**config.mk**
```make
export PLATFORM = sky130hd
export DESIGN_NAME = obi_axil_master
export DESIGN_NICKNAME = d
export VERILOG_FILES = /design/src/rtl/axil_pkg.sv /design/src/rtl/axil_watchdog.sv /design/src/rtl/obi_axil_master.sv
export SDC_FILE = /design/constraint.sdc
export NUM_CORES = 1
export LEC_CHECK = 0
export ABC_AREA = 1
export BUFFER_PORTS_ARGS = -buffer_cell sky130_fd_sc_hd__buf_2
export CAP_MARGIN = 25
export CORE_ASPECT_RATIO = 1.25
export CORE_MARGIN = 4
export CORE_UTILIZATION = 53
export CTS_CLUSTER_DIAMETER = 80
export DETAILED_ROUTE_END_ITERATION = 12
export GPL_TIMING_DRIVEN = 0
export PLACE_DENSITY = 0.82
export SETUP_SLACK_MARGIN = 0.02
export SLEW_MARGIN = 20
export SYNTH_ARGS = -nofsm -noshare
export SYNTH_HDL_FRONTEND = slang
export SYNTH_HIERARCHICAL = 1
export SYNTH_SLANG_ARGS = --single-unit
```
**constraint.sdc**
```tcl
create_clock -name clk -period 2.86 [get_ports clk]
set_input_delay 0.143 -clock clk [delete_from_list [all_inputs] [get_ports clk]]
set_output_delay 0.143 -clock clk [all_outputs]
set_load 0.02 [all_outputs]
```
**src/rtl/axil_pkg.sv**
```systemverilog
// rtl/axil_pkg.sv - shared AXI4-Lite widths and initiator state encoding
package axil_pkg;

   localparam int ADDR_W = 32;
   localparam int DATA_W = 32;
   localparam int STRB_W = 4;

   typedef enum logic [2:0] {
      IDLE,
      WR,
      WR_RESP,
      RD_ADDR,
      RD_DATA,
      RESP
   } axil_mst_state_e;

endpackage

```
**src/rtl/axil_watchdog.sv**
```systemverilog
// rtl/axil_watchdog.sv - saturating busy-cycle counter with expiry flag
module axil_watchdog #(
   parameter int unsigned TIMEOUT_CYCLES = 1024
) (
   input  logic clk,
   input  logic rst_n,
   input  logic clear,
   input  logic enable,
   output logic expire
);

   logic [31:0] count_q;

   always_ff @(posedge clk or negedge rst_n) begin
      if (!rst_n) begin
         count_q <= '0;
      end else if (clear) begin
         count_q <= '0;
      end else if (enable && (count_q != '1)) begin
         count_q <= count_q + 32'd1;
      end
   end

   // A zero timeout disables expiry; the guard also hides the underflow of TIMEOUT_CYCLES-1.
   assign expire = (TIMEOUT_CYCLES != 0) && enable && (count_q >= (TIMEOUT_CYCLES - 1));

endmodule

```
**src/rtl/obi_axil_master.sv**
```systemverilog
// rtl/obi_axil_master.sv - OBI data port to AXI4-Lite initiator, one transaction outstanding
module obi_axil_master
   import axil_pkg::*;
#(
   parameter int unsigned TIMEOUT_CYCLES = 1024
) (
   input  logic              clk,
   input  logic              rst_n,
   input  logic              data_req_i,
   output logic              data_gnt_o,
   input  logic [ADDR_W-1:0] data_addr_i,
   input  logic              data_we_i,
   input  logic [STRB_W-1:0] data_be_i,
   input  logic [DATA_W-1:0] data_wdata_i,
   output logic              data_rvalid_o,
   output logic [DATA_W-1:0] data_rdata_o,
   output logic              data_err_o,
   output logic [ADDR_W-1:0] m_awaddr,
   output logic              m_awvalid,
   input  logic              m_awready,
   output logic [DATA_W-1:0] m_wdata,
   output logic [STRB_W-1:0] m_wstrb,
   output logic              m_wvalid,
   input  logic              m_wready,
   input  logic              m_bvalid,
   output logic              m_bready,
   output logic [ADDR_W-1:0] m_araddr,
   output logic              m_arvalid,
   input  logic              m_arready,
   input  logic [DATA_W-1:0] m_rdata,
   input  logic              m_rvalid,
   output logic              m_rready
);

   axil_mst_state_e   state_q, state_d;
   logic              aw_done_q, aw_done_d;
   logic              w_done_q, w_done_d;
   logic [DATA_W-1:0] rdata_q, rdata_d;
   logic              err_q, err_d;
   logic [ADDR_W-1:0] addr_q;
   logic [STRB_W-1:0] be_q;
   logic [DATA_W-1:0] wdata_q;
   logic              busy;
   logic              expire;

   assign busy = (state_q == WR) || (state_q == WR_RESP) ||
                 (state_q == RD_ADDR) || (state_q == RD_DATA);

   axil_watchdog #(
      .TIMEOUT_CYCLES(TIMEOUT_CYCLES)
   ) u_watchdog (
      .clk    (clk),
      .rst_n  (rst_n),
      .clear  (data_gnt_o),
      .enable (busy),
      .expire (expire)
   );

   always_ff @(posedge clk or negedge rst_n) begin
      if (!rst_n) begin
         state_q   <= IDLE;
         aw_done_q <= 1'b0;
         w_done_q  <= 1'b0;
         rdata_q   <= '0;
         err_q     <= 1'b0;
         addr_q    <= '0;
         be_q      <= '0;
         wdata_q   <= '0;
      end else begin
         state_q   <= state_d;
         aw_done_q <= aw_done_d;
         w_done_q  <= w_done_d;
         rdata_q   <= rdata_d;
         err_q     <= err_d;
         if (data_gnt_o) begin
            addr_q  <= {data_addr_i[ADDR_W-1:2], 2'b00};
            be_q    <= data_be_i;
            wdata_q <= data_wdata_i;
         end
      end
   end

   // A handshake completing in the expiry cycle is checked first, so it wins over the abort.
   always_comb begin
      state_d       = state_q;
      aw_done_d     = aw_done_q;
      w_done_d      = w_done_q;
      rdata_d       = rdata_q;
      err_d         = err_q;
      data_gnt_o    = 1'b0;
      data_rvalid_o = 1'b0;
      m_awvalid     = 1'b0;
      m_wvalid      = 1'b0;
      m_bready      = 1'b0;
      m_arvalid     = 1'b0;
      m_rready      = 1'b0;
      case (state_q)
         IDLE: begin
            data_gnt_o = data_req_i;
            if (data_req_i) begin
               state_d   = data_we_i ? WR : RD_ADDR;
               aw_done_d = 1'b0;
               w_done_d  = 1'b0;
            end
         end
         WR: begin
            m_awvalid = !aw_done_q;
            m_wvalid  = !w_done_q;
            aw_done_d = aw_done_q | (m_awvalid & m_awready);
            w_done_d  = w_done_q | (m_wvalid & m_wready);
            if (aw_done_d && w_done_d) begin
               state_d = WR_RESP;
            end else if (expire) begin
               state_d = RESP;
               rdata_d = '0;
               err_d   = 1'b1;
            end
         end
         WR_RESP: begin
            m_bready = 1'b1;
            if (m_bvalid) begin
               state_d = RESP;
               rdata_d = '0;
               err_d   = 1'b0;
            end else if (expire) begin
               state_d = RESP;
               rdata_d = '0;
               err_d   = 1'b1;
            end
         end
         RD_ADDR: begin
            m_arvalid = 1'b1;
            if (m_arready) begin
               state_d = RD_DATA;
            end else if (expire) begin
               state_d = RESP;
               rdata_d = '0;
               err_d   = 1'b1;
            end
         end
         RD_DATA: begin
            m_rready = 1'b1;
            if (m_rvalid) begin
               state_d = RESP;
               rdata_d = m_rdata;
               err_d   = 1'b0;
            end else if (expire) begin
               state_d = RESP;
               rdata_d = '0;
               err_d   = 1'b1;
            end
         end
         RESP: begin
            data_rvalid_o = 1'b1;
            state_d       = IDLE;
         end
         default: begin
            state_d = IDLE;
         end
      endcase
   end

   assign data_err_o   = (state_q == RESP) && err_q;
   assign data_rdata_o = rdata_q;
   assign m_awaddr     = addr_q;
   assign m_araddr     = addr_q;
   assign m_wdata      = wdata_q;
   assign m_wstrb      = be_q;

endmodule

```
Word level (Yosys, flattened, before mapping). Index checks and enable logic that the tools add are counted.

Word-level logic and storage cells: 71. Register bits: 136. Bits of input ports: 109. Output and inout bits: 140.

Multiplexer cells: 32. Reduce and logical (&&, ||, !) cells: 15. Equality and inequality tests: 9. Bitwise logic cells: 4. $add $sub $neg: 1. Order comparisons: 1.

Operator list (number): 32-bit 2-to-1 mux (7); 32-bit case mux with 4 select lines (1); 32-bit by 1-bit adder with 32-bit output, second input constant (1); 32-bit by 10-bit greater-or-equal comparator with 1-bit output, second input constant (1); 32-bit inequality test, second input constant (1); 3-bit 2-to-1 mux (6); 3-bit case mux with 5 select lines (1); 1-bit 2-to-1 mux (13); 3-bit by 2-bit == test with 1-bit output, second input constant (2); 3-bit == test, second input constant (2); 2-bit inequality test, second input constant (3); 1-bit logical AND (4); 1-bit case mux with 2 select lines (2); 1-bit case mux with 4 select lines (1); 2-bit nonzero test (2); 4-bit nonzero test (1); 3-bit by 1-bit == test with 1-bit output, second input constant (1); 3-bit zero test (1); 1-bit logical OR (3); 3-bit AND reduction (1); 1-bit AND (2); 1-bit zero test (2); 2-bit 2-to-1 mux (1); 1-bit OR (2); 2-bit AND reduction (1).

Depth between registers and ports, before layout.
Word-level depth: 8. Mapped depth: 17. Mapped depth without buffers: 14.

Cells and area by module. The synthesis kept the hierarchy.

By module, submodules not included: obi_axil_master (cells each 859, times used 1, area each 5978.2 sq um, sequential area each 2602.5 sq um); axil_watchdog (cells each 359, times used 1, area each 2299.7 sq um, sequential area each 800.8 sq um).

Worst setup path after synthesis. No wires, ideal clock.

Path kind: reg-to-reg. Start point: register state_q[2]. End point: register rdata_q[19], in the netlist data_rdata_o[19]. Buffers on the path: 3. Period minus slack after synthesis: 2276 ps. Required time: 2743 ps. Setup slack: 584 ps. Stages on the path, launching flop included: 18. Setup time: 117 ps. Arrival time: 2158 ps. Cells stage by stage: dfrtp_1 -> inv_2 -> nand2_1 -> nor2_4 -> nor2_8 -> buf_2 -> o21ai_0 -> nand2_1 -> inv_1 -> buf_2 -> buf_1 -> nor2_1 -> nand2_1 -> nand2_1 -> nand2_1 -> nand3_1 -> nand2_1 -> nand2_1.

Word-level cells in the longest chain between the ends: 8. Elaborated cells between the ends (all ways): 18. Those cells by class: eq/ne: 6; mux: 6; reduce/logical: 6.

RTL lines: start, declared (RTL line obi_axil_master.sv:35) `axil_mst_state_e state_q, state_d;`; start signal, assigned (RTL line obi_axil_master.sv:70) `state_q <= state_d;`; 3-bit by 1-bit == test with 1-bit output or 3-bit by 2-bit == test with 1-bit output (tied branches) (RTL line obi_axil_master.sv:46) `assign busy = (state_q == WR) || (state_q == WR_RESP) ||`; 1-bit logical OR (2 in series) (RTL line obi_axil_master.sv:46); 1-bit logical OR * (RTL line obi_axil_master.sv:47) `(state_q == RD_ADDR) || (state_q == RD_DATA);`; net busy (RTL line obi_axil_master.sv:43) `logic busy;`; 1-bit logical AND * (RTL line axil_watchdog.sv:25) `assign expire = (TIMEOUT_CYCLES != 0) && enable && (count_q >= (TIMEOUT_CYCLES - 1));`; net expire (RTL line obi_axil_master.sv:44) `logic expire;`; 32-bit 2-to-1 mux *; 32-bit 2-to-1 mux, on equally long branches; 32-bit case mux with 4 select lines * (RTL line obi_axil_master.sv:97) `case (state_q)`; end signal, assigned (RTL line obi_axil_master.sv:73) `rdata_q <= rdata_d;`; end, declared (RTL line obi_axil_master.sv:38) `logic [DATA_W-1:0] rdata_q, rdata_d;`.

Mark *: on every way through the listed nets, which the timed path passes. The rest lies on a longest branch. The select of a mux whose other input is x is not followed. A chain may end at the register's enable or synchronous reset.

Final worst setup path.
Start point: register state_q[2]. End point: register rdata_q[18], in the netlist data_rdata_o[18].

Same word-level chain as after synthesis.

==> results by group <==
Layout
  – Share of cells above drive strength 1: 24.1%
  – Util after Layout: between 70% and 80%
  – Nets: 1666
  – Fill count: about 1200
  – Multi-input logic area: 4000 um^2
  – FF+latch area: ~3400 um^2
  – Layout area overhead: 34.2%
  – Final Cell Area: between 10000 and 15000 um^2

Placement
  – RePlAce Congestion: ~0.99
  – DP Area: between 9000 and 10000 um^2
  – DP HPWL: 18900 um
  – Port Buffers: roughly 240

Yosys
  – Seq cells post-synth: between 100 and 150
  – Post-Syn Area: 8280 um^2
  – Syn. warnings: 6
  – Syn_area_per_cell: just under 7 um^2
  – Distinct cells, synth: 32
  – Mapped Cells: 1218
  – Sequential area share after synthesis: approximately two fifths

Critical path
  – Worst Setup Start Kind: flop
  – CP most frequent cell: nand2_1
  – CP max FO: 10
  – Critical Path AT: 2.96 ns
  – WP data required: approximately 3.2 ns
  – CP Buf/Inv Count: 5
  – Crit path largest cell delay: 0.46 ns
  – Top Family by Delay on Critical Path: simple AND/OR/NAND/NOR gates
  – Worst setup path category: flop to flop
  – Slowest cell on crit path: dfrtp_2
  – Crit. End Element: flop
  – CP cell instances: inv_2 -> nand2_1 -> nor2_4 -> nor2_8 -> buf_2 -> o21ai_0 -> nand2_1 -> inv_1 -> buf_2 -> clkbuf_4 -> nor2_1 -> nand2_1 -> nand2_1 -> nand2_1 -> nand3_1 -> nand2_1 -> nand2_1

GRT
  – Grt total ovfl: 0
  – Vias in the first global route: 9267
  – GRT Util Overall: a little under a third
  – First-pass GRT wire length: ~45000 um
  – Largest net degree at the start of global routing: 96
  – Initial antenna violation count: 2

Floorplan
  – Num ports: 249
  – Number of core rows: 50
  – Total core area: 15100 um^2
  – Die ar.: 17700 um^2
  – Die height: 148 um
  – Horiz. Die Dim: about 120 um
  – Initial Util: between 50% and 60%

Detailed routing
  – Vias: 9605
  – DRT antenna net count: 0
  – DR WL/cell: 16.0 um
  – Detailed Routing Iterations Pass 1: 7
  – Routed Wire Length: around 28000 um
  – Drt drc: 0
  – Routed vias/inst: 5.40
  – Initial DRC Count: 994

Clocking
  – TritonCTS Buffers: 17
  – Longest Clk Path Bufs: 2
  – Root Driver: clkbuf_16
  – CTS tree: done
  – Clock sinks: ~140
  – Clock transition at path regs: 0.06 ns
  – Worst-skew pair later-pin latency: 0.43 ns
  – # H-tree levels: 4

Timing
  – Worst-Margin Slew: between 0.6 and 0.7 ns
  – Fin crit period: ~2.7 ns
  – Final hold violations: 0
  – Period utilisation layout: 92.8%
  – Max-slew headroom: between 50% and 60%
  – Final Max Slew Viols: 0
  – Setup TNS: 0 ns
  – Max Fclk: around 380 MHz
  – Final Skew: between 0.01 and 0.015 ns
  – Endpoints failing setup: 0

Run
  – Max-cap check violation count: 0

Power
  – Power density over the cells: around 1000 nW/um^2
  – VDD IR-drop max: slightly above 0.0006 V
  – Leak: 6.07 nW

Status
  – Status: completed

Worst hold path
  – Worst hold path class: input port to flop
## path summary, 6_finish.rpt
path / from / to / slack [ns] / cells past startpoint
min: m_awready / aw_done_q / 0.06 / 5
min reg2reg: m_wdata[28] / m_wdata[28] / 0.49 / 2
max: state_q[2] / data_rdata_o[18] / 0.20 / 17
max in group asynchronous: rst_n / state_q[2] / 1.86 / 3
max reg2reg: state_q[2] / data_rdata_o[18] / 0.20 / 17
min in group asynchronous: rst_n / data_rdata_o[2] / 0.19 / 2
## worst register-to-register path, stage by stage, from the launching register on
cell	delay (ns)
dfrtp_2	0.46
inv_2	0.11
nand2_1	0.09
nor2_4	0.22
nor2_8	0.07
buf_2	0.20
o21ai_0	0.22
nand2_1	0.10
inv_1	0.06
buf_2	0.23
clkbuf_4	0.27
nor2_1	0.11
nand2_1	0.08
nand2_1	0.06
nand2_1	0.06
nand3_1	0.06
nand2_1	0.08
nand2_1	0.07
## kinds of logic after synthesis
family                   count (synthesis)  synth area share [%]
buffers and inverters                  178                  10.7
adder cells (fa/ha/maj)                  1                 0.151
other                                    1                0.0453
XOR/XNOR                                10                  1.06
flip-flops                             136                  41.1
AND/OR/NAND/NOR                        806                  41.7
AO/OA/AOI/OAI                           86                  5.24
## registers in the layout, summed over array words and instances (netlist names)
signal / flops
aw_done_q: 1
data_rdata_o: 32
err_q: 1
m_araddr: 30
m_wdata: 32
m_wstrb: 4
state_q: 3
u_watchdog/count_q: 32
w_done_q: 1
## cells in the mapped netlist
cell | number | area [um^2]
clkbuf_1 | 31 | 116
inv_1 | 71 | 267
clkinv_2 | 1 | 5.00
nand3b_1 | 2 | 15.0
ha_1 | 1 | 12.5
nor4_1 | 1 | 6.26
and2_1 | 1 | 6.26
nor2_1 | 101 | 379
inv_2 | 3 | 11.3
a21oi_2 | 1 | 8.76
buf_4 | 43 | 323
conb_1 | 1 | 3.75
buf_2 | 19 | 95.1
nand2_1 | 500 | 1880
nor2_2 | 7 | 43.8
a21oi_1 | 6 | 30.0
nor3_1 | 3 | 15.0
nand2_4 | 1 | 11.3
xnor2_1 | 1 | 8.76
buf_1 | 5 | 18.8
nand2_2 | 7 | 43.8
nand4_1 | 49 | 307
xor2_1 | 9 | 78.8
dfrtp_1 | 136 | 3400
nor2_8 | 2 | 40.0
clkinv_1 | 1 | 3.75
nand3_1 | 122 | 611
or2_2 | 2 | 12.5
o21ai_0 | 79 | 395
nand3_2 | 4 | 40.0
nor2_4 | 4 | 45.0
buf_6 | 4 | 45.0
## timing repair
action | 4_1_cts | 5_1_grt
endpoints found under the hold margin | 108 | 0
endpoints found under the setup margin | 19 | 27
resized for setup | 2 | 2
setup buffers | 0 | 5
hold buffers | 69 | 0
pin swaps | 0 | 2
## area by class of cell
type	count	area share (%)
multi-input combinational	907	36.0
sequential	136	30.6
timing repair buffer	316	17.7
buffer	102	5.43
clock buffer	18	3.86
inverter	76	2.58
tap	208	2.34
clock inverter	13	1.34
antenna	2	0.0450
## layer usage
| layer | part of all wire (%) | GRT usage, % |
|---|---|---|
| met1 | 37 | 37.3 |
| met3 | 8.0 | 6.66 |
| met4 | 4.6 | 17.5 |
| met5 | 0 | 0 |
| met2 | 50 | 53.6 |
## cell usage in the layout, fill, tap and decap left out, drive strengths merged
cell and count:
ha 1, and2 1, nand3b 2, xnor2 1
inv 76, dlygate4sd3 69, nor3 3, nand3 126
a21oi 7, bufinv 2, buf 317, clkinv 9
clkinvlp 2, diode 2, nand4 49, xor2 9
or2 2, o21ai 79, nor4 1, dfrtp 136
nor2 114, nand2 508, conb 4, clkbuf 50
## power breakdown
part	switching (mW)	internal [mW]	total, mW
logic	4.12	2.06	6.18
registers	0.565	2.65	3.22
clock network	0.889	1.29	2.18
## stage by stage
step	total power [mW]	worst slack (ns)	hold slack, ns	cells
2_1_floorplan	7.16	0.584	-0.153	1221
3_3_place_gp	8.96	-0.272	0.342	1670
3_5_place_dp	9.09	0.0190	0.0493	1671
4_1_cts	11.4	0.179	0.0353	1771
5_1_grt	12.3	-0.0203	0.0896	1778
6_report	11.6	0.205	0.0567	1778
(Power assumes the default switching activity.)
